### src/rtl/ervp_asynch_register_write_arbiter.sv
// Round-robin arbiter sharing the write port of one toggle-handshake CDC mailbox.
// Holds the registered grant until the mailbox accepts or the requester withdraws.
module ervp_asynch_register_write_arbiter #(
  parameter int NUM_REQUESTER = 4,
  parameter int BW_DATA = 8,
  parameter int BW_COUNT = 16,
  localparam int BW_SOURCE = (NUM_REQUESTER > 1) ? $clog2(NUM_REQUESTER) : 1
) (
  input  logic                             clk,
  input  logic                             rstnn,
  input  logic [NUM_REQUESTER-1:0]         req_request,
  input  logic [NUM_REQUESTER*BW_DATA-1:0] req_data,
  output logic [NUM_REQUESTER-1:0]         req_ready,
  input  logic                             wready,
  output logic                             wrequest,
  output logic [BW_DATA-1:0]               wdata,
  output logic [BW_SOURCE-1:0]             wsource,
  output logic                             busy,
  output logic [BW_COUNT-1:0]              transfer_count
);

  typedef enum logic {IDLE, ISSUE} state_t;

  state_t                 state;
  state_t                 next_state;
  logic [BW_SOURCE-1:0]   grant_idx;
  logic [BW_SOURCE-1:0]   last_idx;
  logic                   transfer;

  // First set request after the last served index, wrapping modulo NUM_REQUESTER
  function automatic logic [BW_SOURCE-1:0] pick_next(
    input logic [NUM_REQUESTER-1:0] req,
    input logic [BW_SOURCE-1:0]     last
  );
    logic [BW_SOURCE-1:0] result;
    logic                 found;
    int                   cand;
    result = '0;
    found  = 1'b0;
    for (int i = 1; i <= NUM_REQUESTER; i++) begin
      cand = int'(last) + i;
      if (cand >= NUM_REQUESTER) cand = cand - NUM_REQUESTER;
      if (!found && req[cand[BW_SOURCE-1:0]]) begin
        found  = 1'b1;
        result = BW_SOURCE'(cand);
      end
    end
    return result;
  endfunction

  assign transfer = (state == ISSUE) && req_request[grant_idx] && wready;

  always_ff @(posedge clk or negedge rstnn) begin
    if (!rstnn) begin
      state          <= IDLE;
      grant_idx      <= '0;
      last_idx       <= BW_SOURCE'(NUM_REQUESTER - 1);
      transfer_count <= '0;
    end else begin
      state <= next_state;
      if (state == IDLE && |req_request) begin
        grant_idx <= pick_next(req_request, last_idx);
      end
      if (transfer) begin
        last_idx       <= grant_idx;
        transfer_count <= transfer_count + BW_COUNT'(1);
      end
    end
  end

  always_comb begin
    next_state = state;
    case (state)
      IDLE:    if (|req_request) next_state = ISSUE;
      ISSUE:   if (transfer || !req_request[grant_idx]) next_state = IDLE;
      default: next_state = IDLE;
    endcase
  end

  always_comb begin
    wrequest  = 1'b0;
    wdata     = '0;
    wsource   = '0;
    busy      = 1'b0;
    req_ready = '0;
    if (state == ISSUE) begin
      busy                 = 1'b1;
      wrequest             = req_request[grant_idx];
      wdata                = req_data[int'(grant_idx)*BW_DATA +: BW_DATA];
      wsource              = grant_idx;
      req_ready[grant_idx] = transfer;
    end
  end

endmodule

### config.mk
export PLATFORM = sky130hd
export DESIGN_NAME = ervp_asynch_register_write_arbiter
export DESIGN_NICKNAME = d
export VERILOG_FILES = /design/src/rtl/ervp_asynch_register_write_arbiter.sv
export SDC_FILE = /design/constraint.sdc
export NUM_CORES = 1
export LEC_CHECK = 0
export ABC_AREA = 1
export CAP_MARGIN = 20
export CORE_ASPECT_RATIO = 1.25
export CORE_MARGIN = 4
export CORE_UTILIZATION = 40
export CTS_CLUSTER_DIAMETER = 40
export DETAILED_ROUTE_END_ITERATION = 8
export GPL_TIMING_DRIVEN = 0
export PLACE_DENSITY_LB_ADDON = 0.12
export SETUP_SLACK_MARGIN = 0.4
export SLEW_MARGIN = 10
export SYNTH_ARGS = -nofsm -noshare
export SYNTH_HDL_FRONTEND = slang
export SYNTH_SLANG_ARGS = --single-unit
### constraint.sdc
create_clock -name clk -period 4 [get_ports clk]
set_clock_uncertainty 0.2 [all_clocks]
set_input_delay 1 -clock clk [delete_from_list [all_inputs] [get_ports clk]]
set_output_delay 1 -clock clk [all_outputs]
set_load 0.02 [all_outputs]
==> results of run 1 <==
logic make-up after synthesis:
family	after synthesis
and+or+nand+nor	141
buffers and inverters	40
adders and majority gates	1
xor gates and xnor gates	14
AOI/OAI and AO/OA	35
DFF	21
worst paths after layout:
| kind | slack [ps] | end | cells after the start |
|---|---|---|---|
| max | 470 | wdata[2] | 4 |
| min | 350 | transfer_count[15] | 2 |
| max reg2reg | 1990 | transfer_count[13] | 9 |
| min reg2reg | 350 | transfer_count[15] | 2 |
| max in group asynchronous | 1930 | grant_idx[1] | 1 |
| min in group asynchronous | 1070 | transfer_count[11] | 1 |
repair_timing:
item / 4_1_cts / 5_1_grt
pin swaps: 1 / 0
endpoints found under the setup margin: 5 / 8
setup buffers: 2 / 0
resized for setup: 22 / 8
synth_stat cells, drive strengths merged:
| cell type | count |
|---|---|
| nor3 | 8 |
| nand3 | 32 |
| a31oi | 9 |
| buf | 5 |
| inv | 30 |
| o21ai | 14 |
| dfstp | 2 |
| nand4 | 2 |
| a21oi | 1 |
| a22oi | 9 |
| xnor2 | 6 |
| nand3b | 1 |
| nand2 | 81 |
| nor2 | 17 |
| clkinv | 1 |
| ha | 1 |
| dfrtp | 19 |
| clkbuf | 4 |
| a21boi | 1 |
| xor2 | 8 |
| a41oi | 1 |
per-stage QoR:
stage / std cells / power, W
after floorplan: 252 / 0.00104
after global placement: 378 / 0.00144
after detailed placement: 378 / 0.00145
after CTS: 384 / 0.00160
after global routing: 384 / 0.00172
final: 384 / 0.00158
where the power goes:
part           switching (W)  internal (W)
clock              0.0000765     0.0000705
combinational       0.000621      0.000438
sequential         0.0000856      0.000285
total               0.000783      0.000794
flip-flops by register name, indices dropped and copies added (netlist names):
signal	flops
last_idx	2
transfer_count	16
grant_idx	2
state	1
critical path, stage by stage:
cell                              delay, ps
sky130_fd_sc_hd__clkdlybuf4s50_1        450
sky130_fd_sc_hd__nand3_1                 70
sky130_fd_sc_hd__a31oi_1                190
sky130_fd_sc_hd__clkdlybuf4s50_1        620
layout make-up:
class                      instances  area [um^2]  area share
buffer                             9         67.6      0.0268
clock buffer                       3         41.3      0.0164
clock inverter                     1         7.51     0.00298
inverter                          31          119      0.0471
multi-input combinational        191          971       0.385
sequential                        21          528       0.209
tap                               56         70.1      0.0278
timing repair buffer              72          718       0.285
per-layer routing:
layer	up-vias	share of wire
li1	973	-
met1	839	0.44
met2	62	0.47
met3	9	0.064
met4	0	0.021
met5	-	0
placed cells by master (no fill, tap or decap), types with 4 or more instances in the layout:
cell type                         count
sky130_fd_sc_hd__buf_6                4
sky130_fd_sc_hd__nand3_1             31
sky130_fd_sc_hd__xor2_1               8
sky130_fd_sc_hd__dlymetal6s2s_1       7
sky130_fd_sc_hd__a31oi_1              9
sky130_fd_sc_hd__o21ai_0             11
sky130_fd_sc_hd__dlygate4sd2_1        5
sky130_fd_sc_hd__nor2_1              15
sky130_fd_sc_hd__inv_1               28
sky130_fd_sc_hd__clkbuf_1             4
sky130_fd_sc_hd__a22oi_1              9
sky130_fd_sc_hd__xnor2_1              6
sky130_fd_sc_hd__clkdlybuf4s50_1     54
sky130_fd_sc_hd__buf_4                5
sky130_fd_sc_hd__dfrtp_1             19
sky130_fd_sc_hd__nor3_1               6
sky130_fd_sc_hd__nand2_1             81
==> flow_summary_export.csv, run 1 <==
group,metric,value,unit
place,routability_driven_placement_congestion_ratio,0.923,
synthesis,synth-simple-area-share,0.364,
global_route,grt_pass1_wl,8460,um
timing,timing.final.setup_violations,0,
finish,final_area,2520,um^2
synthesis,yosys.area.top_type_share,0.283,
synthesis,syn_area_per_cell,6.68,um^2
timing,setup-tns-final,0,ps
die,die_w,66.0,um
synthesis,synth_compound_area_frac,0.132,
synthesis,synth.ff_latch_count,21,
global_route,grt_start_max_net_pins,22,
cts,cts.hold.buffers_added,0,
critical_path,critical_path.startpoint,"req_data[18]",
timing,maxSlewViolCount,0,
global_route,global_route.peak_usage_layer,"met2",
synthesis,synthTopCellsByArea,"sky130_fd_sc_hd__dfrtp_1 28%, sky130_fd_sc_hd__nand2_1 18%, sky130_fd_sc_hd__nand3_1 9.2%, sky130_fd_sc_hd__inv_1 6.2%, sky130_fd_sc_hd__xor2_1 4.2%",
die,fp.dieArea,5320,um^2
synthesis,syn_area,1680,um^2
global_route,grtUsageMet3,0.0308,
synthesis,synth_cell_types,29,
routing,wl,5150,um
finish,num-nets-final,369,
routing,detail_route.wl_per_cell,13.4,um
global_route,global_route.usage.met2,0.347,
critical_path,worstReg2RegStart,"grant_idx[1]",
cts,numCtsBuffers,3,
timing,setup_repair_after_global_routing_missed_its_margin,"no",
timing,final.period_utilization,0.883,
timing,period_needed,3530,ps
synthesis,syn_inst,252,
cts,cts_tree,"yes",
global_route,globalRouteMet1Util,0.251,
timing,finalHoldViolations,0,
timing,slew_worst_pin,991,ps
routing,drt_drc_violations_left,0,
cts,clkSinkCount,21,
global_route,grt-ovfl-total,0,
timing,fin_ws,468,ps
die,starting_utilization_of_the_core_area,0.414,
run_status,result_of_the_run,"finished, final reports clean",
die,chipHeight,80.5,um
routing,detail_route.vias_per_cell,4.90,
die,core_area,4070,um^2
place,buffer_ports.inserted,70,
synthesis,synth_mux_area_frac,0,
worst_hold_path,hold_path.startpoint,"transfer_count[15]",
cts,htree_num_levels,1,
synthesis,adder_cell_area_share_of_the_yosys_netlist,0.00743,
cts,worst_skew_pair.late_latency,270,ps
synthesis,synth-seq-area-share,0.314,
critical_path,timing.critical_path.fanout_max,1,
place,dp_hpwl,3950,um
cts,clock_tree_buffer_depth,2,
pwr,powerDensity,625,nW/um^2
cts,clk_pin_slew_worst_paths,80,ps
timing,tightest_hold_margin,351,ps
run,cap_viol_max_count,0,
critical_path,cp-end-kind,"primary output",
finish,final_core_utilization,0.620,
finish,filler_cell_count,383,
routing,postRouteAntennaNets,0,
global_route,grt_pass1_vias,1851,
finish,drive_gt1_frac,0.0793,
synthesis,synth_xor_xnor_area_share,0.0729,
synthesis,number_of_warnings_issued_by_yosys,0,
finish,synthToLayoutAreaGrowth,49.9,%
critical_path,worstSetupStartpointType,"primary input",
routing,dr.first_iter.drc_count,112,
timing,timing.slew.headroom,0.338,
place,dp_slack,-182,ps
global_route,grt_antenna_before_repair,0,
synthesis,synth_top_family_by_area,"simple AND/OR/NAND/NOR gates",
timing,fmaxAchievable,283,MHz
cts,clock_tree.root_cell,"sky130_fd_sc_hd__clkbuf_8",
critical_path,critical_path_arrival,2330,ps
finish,num_antenna_cells,0,
pwr,p_leak,1.22,nW
die,ioPinCount,71,
routing,num_vias,1883,
global_route,grt.total_usage,0.202,
synthesis,synth_nets,292,
place,dpl-instance-area,2450,um^2
routing,number_of_detailed_routing_iterations_run_before_antenna_repair,4,
synthesis,synth_top_cell_by_area,"sky130_fd_sc_hd__dfrtp_1",
critical_path,path_class,"primary input to primary output",
critical_path,critPathRequiredTime,2800,ps
pwr,worst_ir_drop_vdd,0.000356,V
worst_hold_path,hold_path.class,"flip-flop to flip-flop",
die,placementRows,26,
(Power assumes the default switching activity.)
==> run 2: changes to the inputs <==
--- a/config.mk
+++ b/config.mk
@@ -12,6 +12,7 @@
 export CORE_UTILIZATION = 40
 export CTS_CLUSTER_DIAMETER = 40
 export DETAILED_ROUTE_END_ITERATION = 8
+export DONT_BUFFER_PORTS = 1
 export GPL_TIMING_DRIVEN = 0
 export PLACE_DENSITY_LB_ADDON = 0.12
 export SETUP_SLACK_MARGIN = 0.4
==> run 2 against run 1 <==
  * Count of clock-buffer cells in the layout rose by 1
  * Utilization decreased by 18 points
  * Via count decreased by 13%
  * Sequential share of layout area rose by 8.4 points
  * Power down 16%
  * Hold slack worse by 120 ps
  * Worst setup slack improved by 220 ps
  * Global-route usage is 2.9 points lower
  * Sequential cell count stayed put
  * First-iteration DRC count shrank 17%
  * Non-clock buffer count fell by 72
  * Die area stayed put
  * Critical path type is now flip-flop to primary output
  * Largest cell class unchanged
==> flow_summary_export.csv, run 2 (synthesized netlist as in run 1, its figures left out) <==
group,metric,value,unit
routing,wl,4580,um
timing,maxSlewViolCount,0,
finish,num-nets-final,297,
global_route,grt_pass1_wl,7270,um
place,buffer_ports.inserted,0,
pwr,fin_total_pwr,0.00132,W
place,dpl.cell_count,308,
cts,post-cts-setup-buffer-count,0,
timing,timing.slew.headroom,0.635,
timing,fmaxAchievable,302,MHz
critical_path,worstSetupStartpointType,"flip-flop",
timing,setup_repair_after_global_routing_missed_its_margin,"no",
finish,num_antenna_cells,0,
critical_path,cp-end-kind,"primary output",
cts,numCtsBuffers,3,
finish,layout.cells.most_common,"sky130_fd_sc_hd__nand2_1",
finish,drive_gt1_frac,0.0742,
global_route,grt_antenna_before_repair,0,
critical_path,timing.critical_path.fanout_max,10,
cts,clk_pin_slew_worst_paths,80,ps
timing,finalHoldViolations,0,
run_status,result_of_the_run,"finished, final reports clean",
finish,post_layout_nonfiller_instances,312,
critical_path,critPathRequiredTime,2800,ps
place,routability_driven_placement_congestion_ratio,0.868,
critical_path,path_class,"flip-flop to primary output",
timing,timing.final.setup_violations,0,
global_route,grt.total_usage,0.173,
run,cap_viol_max_count,0,
routing,dr.first_iter.drc_count,93,
cts,cts_tree,"yes",
pwr,p_leak,0.832,nW
critical_path,worst_reg2reg_setup_slack,1970,ps
cts,clock_tree_buffer_depth,2,
finish,synthToLayoutAreaGrowth,6.84,%
routing,postRouteAntennaNets,0,
timing,setup-tns-final,0,ps
cts,cts-resized-gates,0,
cts,clock_tree.root_cell,"sky130_fd_sc_hd__clkbuf_8",
finish,largest_register_ff_count,16,
pwr,powerDensity,736,nW/um^2
cts,htree_num_levels,1,
die,core_area,4070,um^2
die,starting_utilization_of_the_core_area,0.414,
finish,final_area,1800,um^2
routing,detail_route.wl_per_cell,14.7,um
routing,drt_drc_violations_left,0,
place,dp_hpwl,3540,um
die,chipHeight,80.5,um
timing,final.period_utilization,0.829,
global_route,grt_pass1_vias,1581,
place,dpl-instance-area,1750,um^2
die,placementRows,26,
die,ioPinCount,71,
cts,cts.hold.buffers_added,0,
critical_path,critical_path_arrival,2110,ps
finish,reg.largest.list,"transfer_count: 16 flops, grant_idx: 2 flops, last_idx: 2 flops",
worst_hold_path,hold_path.class,"primary input to async pin",
timing,slew_worst_pin,546,ps
timing,fin_ws,686,ps
cts,clkSinkCount,21,
timing,period_needed,3310,ps
cts,worst_skew_pair.late_latency,260,ps
routing,num_vias,1644,
global_route,grt-ovfl-total,0,
finish,largest_register,"transfer_count",
global_route,grt_start_max_net_pins,22,
routing,detail_route.vias_per_cell,5.27,
place,dp_slack,750,ps
die,die_w,66.0,um
routing,number_of_detailed_routing_iterations_run_before_antenna_repair,4,
finish,most-common-layout-cells,"81 x sky130_fd_sc_hd__nand2_1, 31 x sky130_fd_sc_hd__nand3_1, 28 x sky130_fd_sc_hd__inv_1, 19 x sky130_fd_sc_hd__dfrtp_1, 15 x sky130_fd_sc_hd__nor2_1",
pwr,worst_ir_drop_vdd,0.000338,V
die,fp.dieArea,5320,um^2
run 2: cell types whose count changed in the layout (fill, tap and decap cells not counted), sizes merged:
cell and change:
clkdlybuf4s15 -1, clkbuf +1, dlygate4sd2 -5, buf -5, clkdlybuf4s50 -54, clkinvlp -1
dlymetal6s2s -7
run 2: path summary, 6_finish.rpt:
path	depth (start not counted)	to	startpoint
max	8	req_ready[2]	grant_idx[1]
min	0	transfer_count[11]	rstnn
max reg2reg	11	grant_idx[1]	last_idx[0]
min reg2reg	3	last_idx[0]	last_idx[0]
max in group asynchronous	0	last_idx[1]	rstnn
min in group clk	3	last_idx[0]	last_idx[0]
run 2: layer usage:
metal	GRT usage	wire, um	vias up
li1	-	-	830
met1	0.201	1830	742
met2	0.310	2290	66
met3	0.0434	395	6
met4	0.0508	64	0
met5	0	0	-
run 2: per-stage QoR:
step                      hold slack (ps)  utilization
after floorplan                       394            -
after global placement                434        0.431
after detailed placement              443        0.431
after CTS                             222        0.442
after global routing                  219        0.442
final                                 227        0.442
run 2: cell type report:
| class | count | area [um^2] |
|---|---|---|
| Inverter | 31 | 116 |
| Multi-Input combinational cell | 191 | 971 |
| Buffer | 9 | 67.6 |
| Sequential cell | 21 | 528 |
| Tap cell | 56 | 70.1 |
| Clock buffer | 4 | 45.0 |
| Fill cell | 431 | 2270 |
run 2: power by group:
group	leakage (nW)	internal, W	switching, W
Combinational	0.539	0.000233	0.000518
Clock	0.0228	0.0000709	0.0000676
Sequential	0.271	0.000284	0.000150
Total	0.832	0.000588	0.000736
run 2: critical path, cell delays in order, from the launching register on:
cell	delay, ps
sky130_fd_sc_hd__dfrtp_1	380
sky130_fd_sc_hd__buf_6	130
sky130_fd_sc_hd__nor2_2	300
sky130_fd_sc_hd__a22oi_1	150
sky130_fd_sc_hd__nand2_1	130
sky130_fd_sc_hd__nand3_2	90
sky130_fd_sc_hd__inv_2	200
sky130_fd_sc_hd__nand2_1	120
sky130_fd_sc_hd__nor2_1	350
==> run 3: changes to the inputs <==
==> constraint.sdc (replaced) <==
create_clock -name clk -period 3.29 [get_ports clk]
set_clock_uncertainty 0.2 [all_clocks]
set_input_delay 0.8225 -clock clk [delete_from_list [all_inputs] [get_ports clk]]
set_output_delay 0.8225 -clock clk [all_outputs]
set_load 0.02 [all_outputs]
==> run 3 against run 2 <==
  * Combinational power up 29%
  * Die area unchanged
  * Via count up 0.36%
  * Non-clock buffer count up 2
  * Power up 26%
  * Hold slack worse by 180 ps
  * Sequential power up 22%
  * Wire length up 0.61%
  * Sequential cell count unchanged
  * Largest cell class unchanged
  * Highest routed layer unchanged
==> flow_summary_export.csv, run 3 (synthesized netlist as in run 1, its figures left out) <==
group,metric,value,unit
routing,dr.first_iter.drc_count,85,
critical_path,cpMostUsedCell,"sky130_fd_sc_hd__buf_6",
cts,cts_tree,"yes",
critical_path,critical_path_arrival,1760,ps
timing,timing.final.setup_violations,0,
routing,num_vias,1650,
routing,detail_route.wl_per_cell,14.7,um
finish,largest_register_ff_count,16,
die,die_w,66.0,um
routing,postRouteAntennaNets,0,
finish,filler_cell_count,424,
global_route,grt_start_max_net_pins,22,
timing,setup-tns-final,0,ps
timing,period_needed,2780,ps
die,fp.dieArea,5320,um^2
pwr,powerDensity,903,nW/um^2
critical_path,timing.critical_path.slowest_cell_delay,230,ps
timing,maxSlewViolCount,0,
routing,detail_route.vias_per_cell,5.25,
routing,wl,4610,um
finish,largest_register,"transfer_count",
cts,clock_tree_buffer_depth,2,
critical_path,path_class,"primary input to primary output",
global_route,grt_pass1_wl,7290,um
critical_path,critical_path.top_delay_family,"simple AND/OR/NAND/NOR gates",
finish,reg.largest.list,"transfer_count: 16 flops, grant_idx: 2 flops, last_idx: 2 flops",
timing,timing.slew.headroom,0.636,
cts,clk_pin_slew_worst_paths,80,ps
timing,setup_repair_after_global_routing_missed_its_margin,"no",
critical_path,cp-end-kind,"primary output",
worst_hold_path,hold_path.class,"primary input to async pin",
critical_path,critPathRequiredTime,2270,ps
global_route,grt_antenna_before_repair,0,
finish,post_layout_nonfiller_instances,314,
die,ioPinCount,71,
timing,fmaxAchievable,360,MHz
place,dp_hpwl,3540,um
critical_path,crit_slowest_cell,"sky130_fd_sc_hd__nor3_4",
timing,slew_worst_pin,543,ps
global_route,grt_pass1_vias,1605,
routing,drt_drc_violations_left,0,
cts,htree_num_levels,1,
finish,num_antenna_cells,0,
cts,clock_tree.root_cell,"sky130_fd_sc_hd__clkbuf_8",
die,chipHeight,80.5,um
pwr,p_leak,0.854,nW
cts,worst_skew_pair.late_latency,260,ps
place,routability_driven_placement_congestion_ratio,0.868,
finish,num-nets-final,299,
routing,number_of_detailed_routing_iterations_run_before_antenna_repair,4,
finish,most-common-layout-cells,"81 x sky130_fd_sc_hd__nand2_1, 31 x sky130_fd_sc_hd__nand3_1, 28 x sky130_fd_sc_hd__inv_1, 18 x sky130_fd_sc_hd__dfrtp_1, 13 x sky130_fd_sc_hd__nor2_1",
die,core_area,4070,um^2
cts,clkSinkCount,21,
run_status,result_of_the_run,"finished, final reports clean",
timing,finalHoldViolations,0,
cts,cts.hold.buffers_added,0,
timing,final.period_utilization,0.844,
finish,layout.cells.most_common,"sky130_fd_sc_hd__nand2_1",
place,buffer_ports.inserted,0,
critical_path,worstPathCellList,"inv_1 > nor2_1 > a31oi_1 > nand2_1 > nand3_2 > buf_6 > buf_6 > nor3_4",
die,placementRows,26,
run,cap_viol_max_count,0,
place,dpl.cell_count,308,
die,starting_utilization_of_the_core_area,0.414,
pwr,worst_ir_drop_vdd,0.000413,V
critical_path,critical_path_buf_inv_count,3,
critical_path,worstSetupStartpointType,"primary input",
global_route,grt.total_usage,0.174,
finish,drive_gt1_frac,0.105,
cts,numCtsBuffers,3,
global_route,grt-ovfl-total,0,
critical_path,timing.critical_path.fanout_max,10,
finish,synthToLayoutAreaGrowth,9.67,%
==> run 3: cell count changes in the layout (fill, tap and decap cells not counted), moves of 2 or more <==
cell	before	now
sky130_fd_sc_hd__buf_4	1	3
sky130_fd_sc_hd__clkbuf_1	5	2
sky130_fd_sc_hd__clkbuf_2	0	3
sky130_fd_sc_hd__nor2_1	15	13
sky130_fd_sc_hd__nor2_4	1	3
sky130_fd_sc_hd__nor3_2	2	0
sky130_fd_sc_hd__nor3_4	0	2
==> run 3: routing by layer <==
metal,track usage,wire [um],up-vias
li1,-,-,834
met1,0.198,1870,757
met2,0.314,2280,53
met3,0.0462,400,6
met4,0.0508,59,0
met5,0,0,-
==> run 3: final cells by class <==
cell class,instances,area [um^2],share of cell area
flip-flops and latches,21,529,0.287
repair buffers,2,15.0,0.00814
multi-input cells,191,998,0.541
well taps,56,70.1,0.0380
inverters,31,116,0.0631
plain buffers,9,71.3,0.0386
clock buffers,4,45.0,0.0244
==> run 3: repair_timing <==
action,CTS,global route
gates cloned,0,0
endpoints found under the setup margin,10,5
hold endpoints to repair,0,0
buffers inserted,2,0
resized for setup,9,2
pin swaps,2,0
==> run 3: final timing paths <==
check	end	slack (ps)	from	cells past startpoint
max	req_ready[0]	510	req_request[3]	8
min	transfer_count[11]	50	rstnn	0
max reg2reg	grant_idx[1]	1250	last_idx[0]	11
min reg2reg	last_idx[0]	460	last_idx[0]	3
max in group asynchronous	last_idx[1]	2660	rstnn	0
min in group clk	last_idx[0]	460	last_idx[0]	3
==> run 3: worst reg2reg max path: stages (launching register included) <==
cell	delay (ps)
sky130_fd_sc_hd__dfstp_2	530
sky130_fd_sc_hd__buf_4	160
sky130_fd_sc_hd__clkinv_1	260
sky130_fd_sc_hd__nand2_1	130
sky130_fd_sc_hd__nand2_1	90
sky130_fd_sc_hd__nand2_1	90
sky130_fd_sc_hd__a21boi_0	190
sky130_fd_sc_hd__nand2_1	70
sky130_fd_sc_hd__inv_1	60
sky130_fd_sc_hd__nand2_1	50
sky130_fd_sc_hd__nand2_1	70
sky130_fd_sc_hd__nand2_1	50
==> run 3: where the power goes <==
| part | internal, W | switching [W] |
|---|---|---|
| clock network | 0.0000862 | 0.0000829 |
| registers | 0.000347 | 0.000185 |
| logic | 0.000312 | 0.000654 |
| total | 0.000744 | 0.000922 |
==> run 3: through the flow <==
stage	worst slack [ps]	total power (W)	cell area, um^2	hold WS, ps	util
6_report	512	0.00167	1850	48.8	0.454
5_1_grt	404	0.00181	1850	41.1	0.454
4_1_cts	464	0.00168	1840	44.7	0.454
3_5_place_dp	395	0.00145	1750	328	0.431
3_3_place_gp	387	0.00144	1750	327	0.431
2_1_floorplan	539	0.00126	1680	327	-
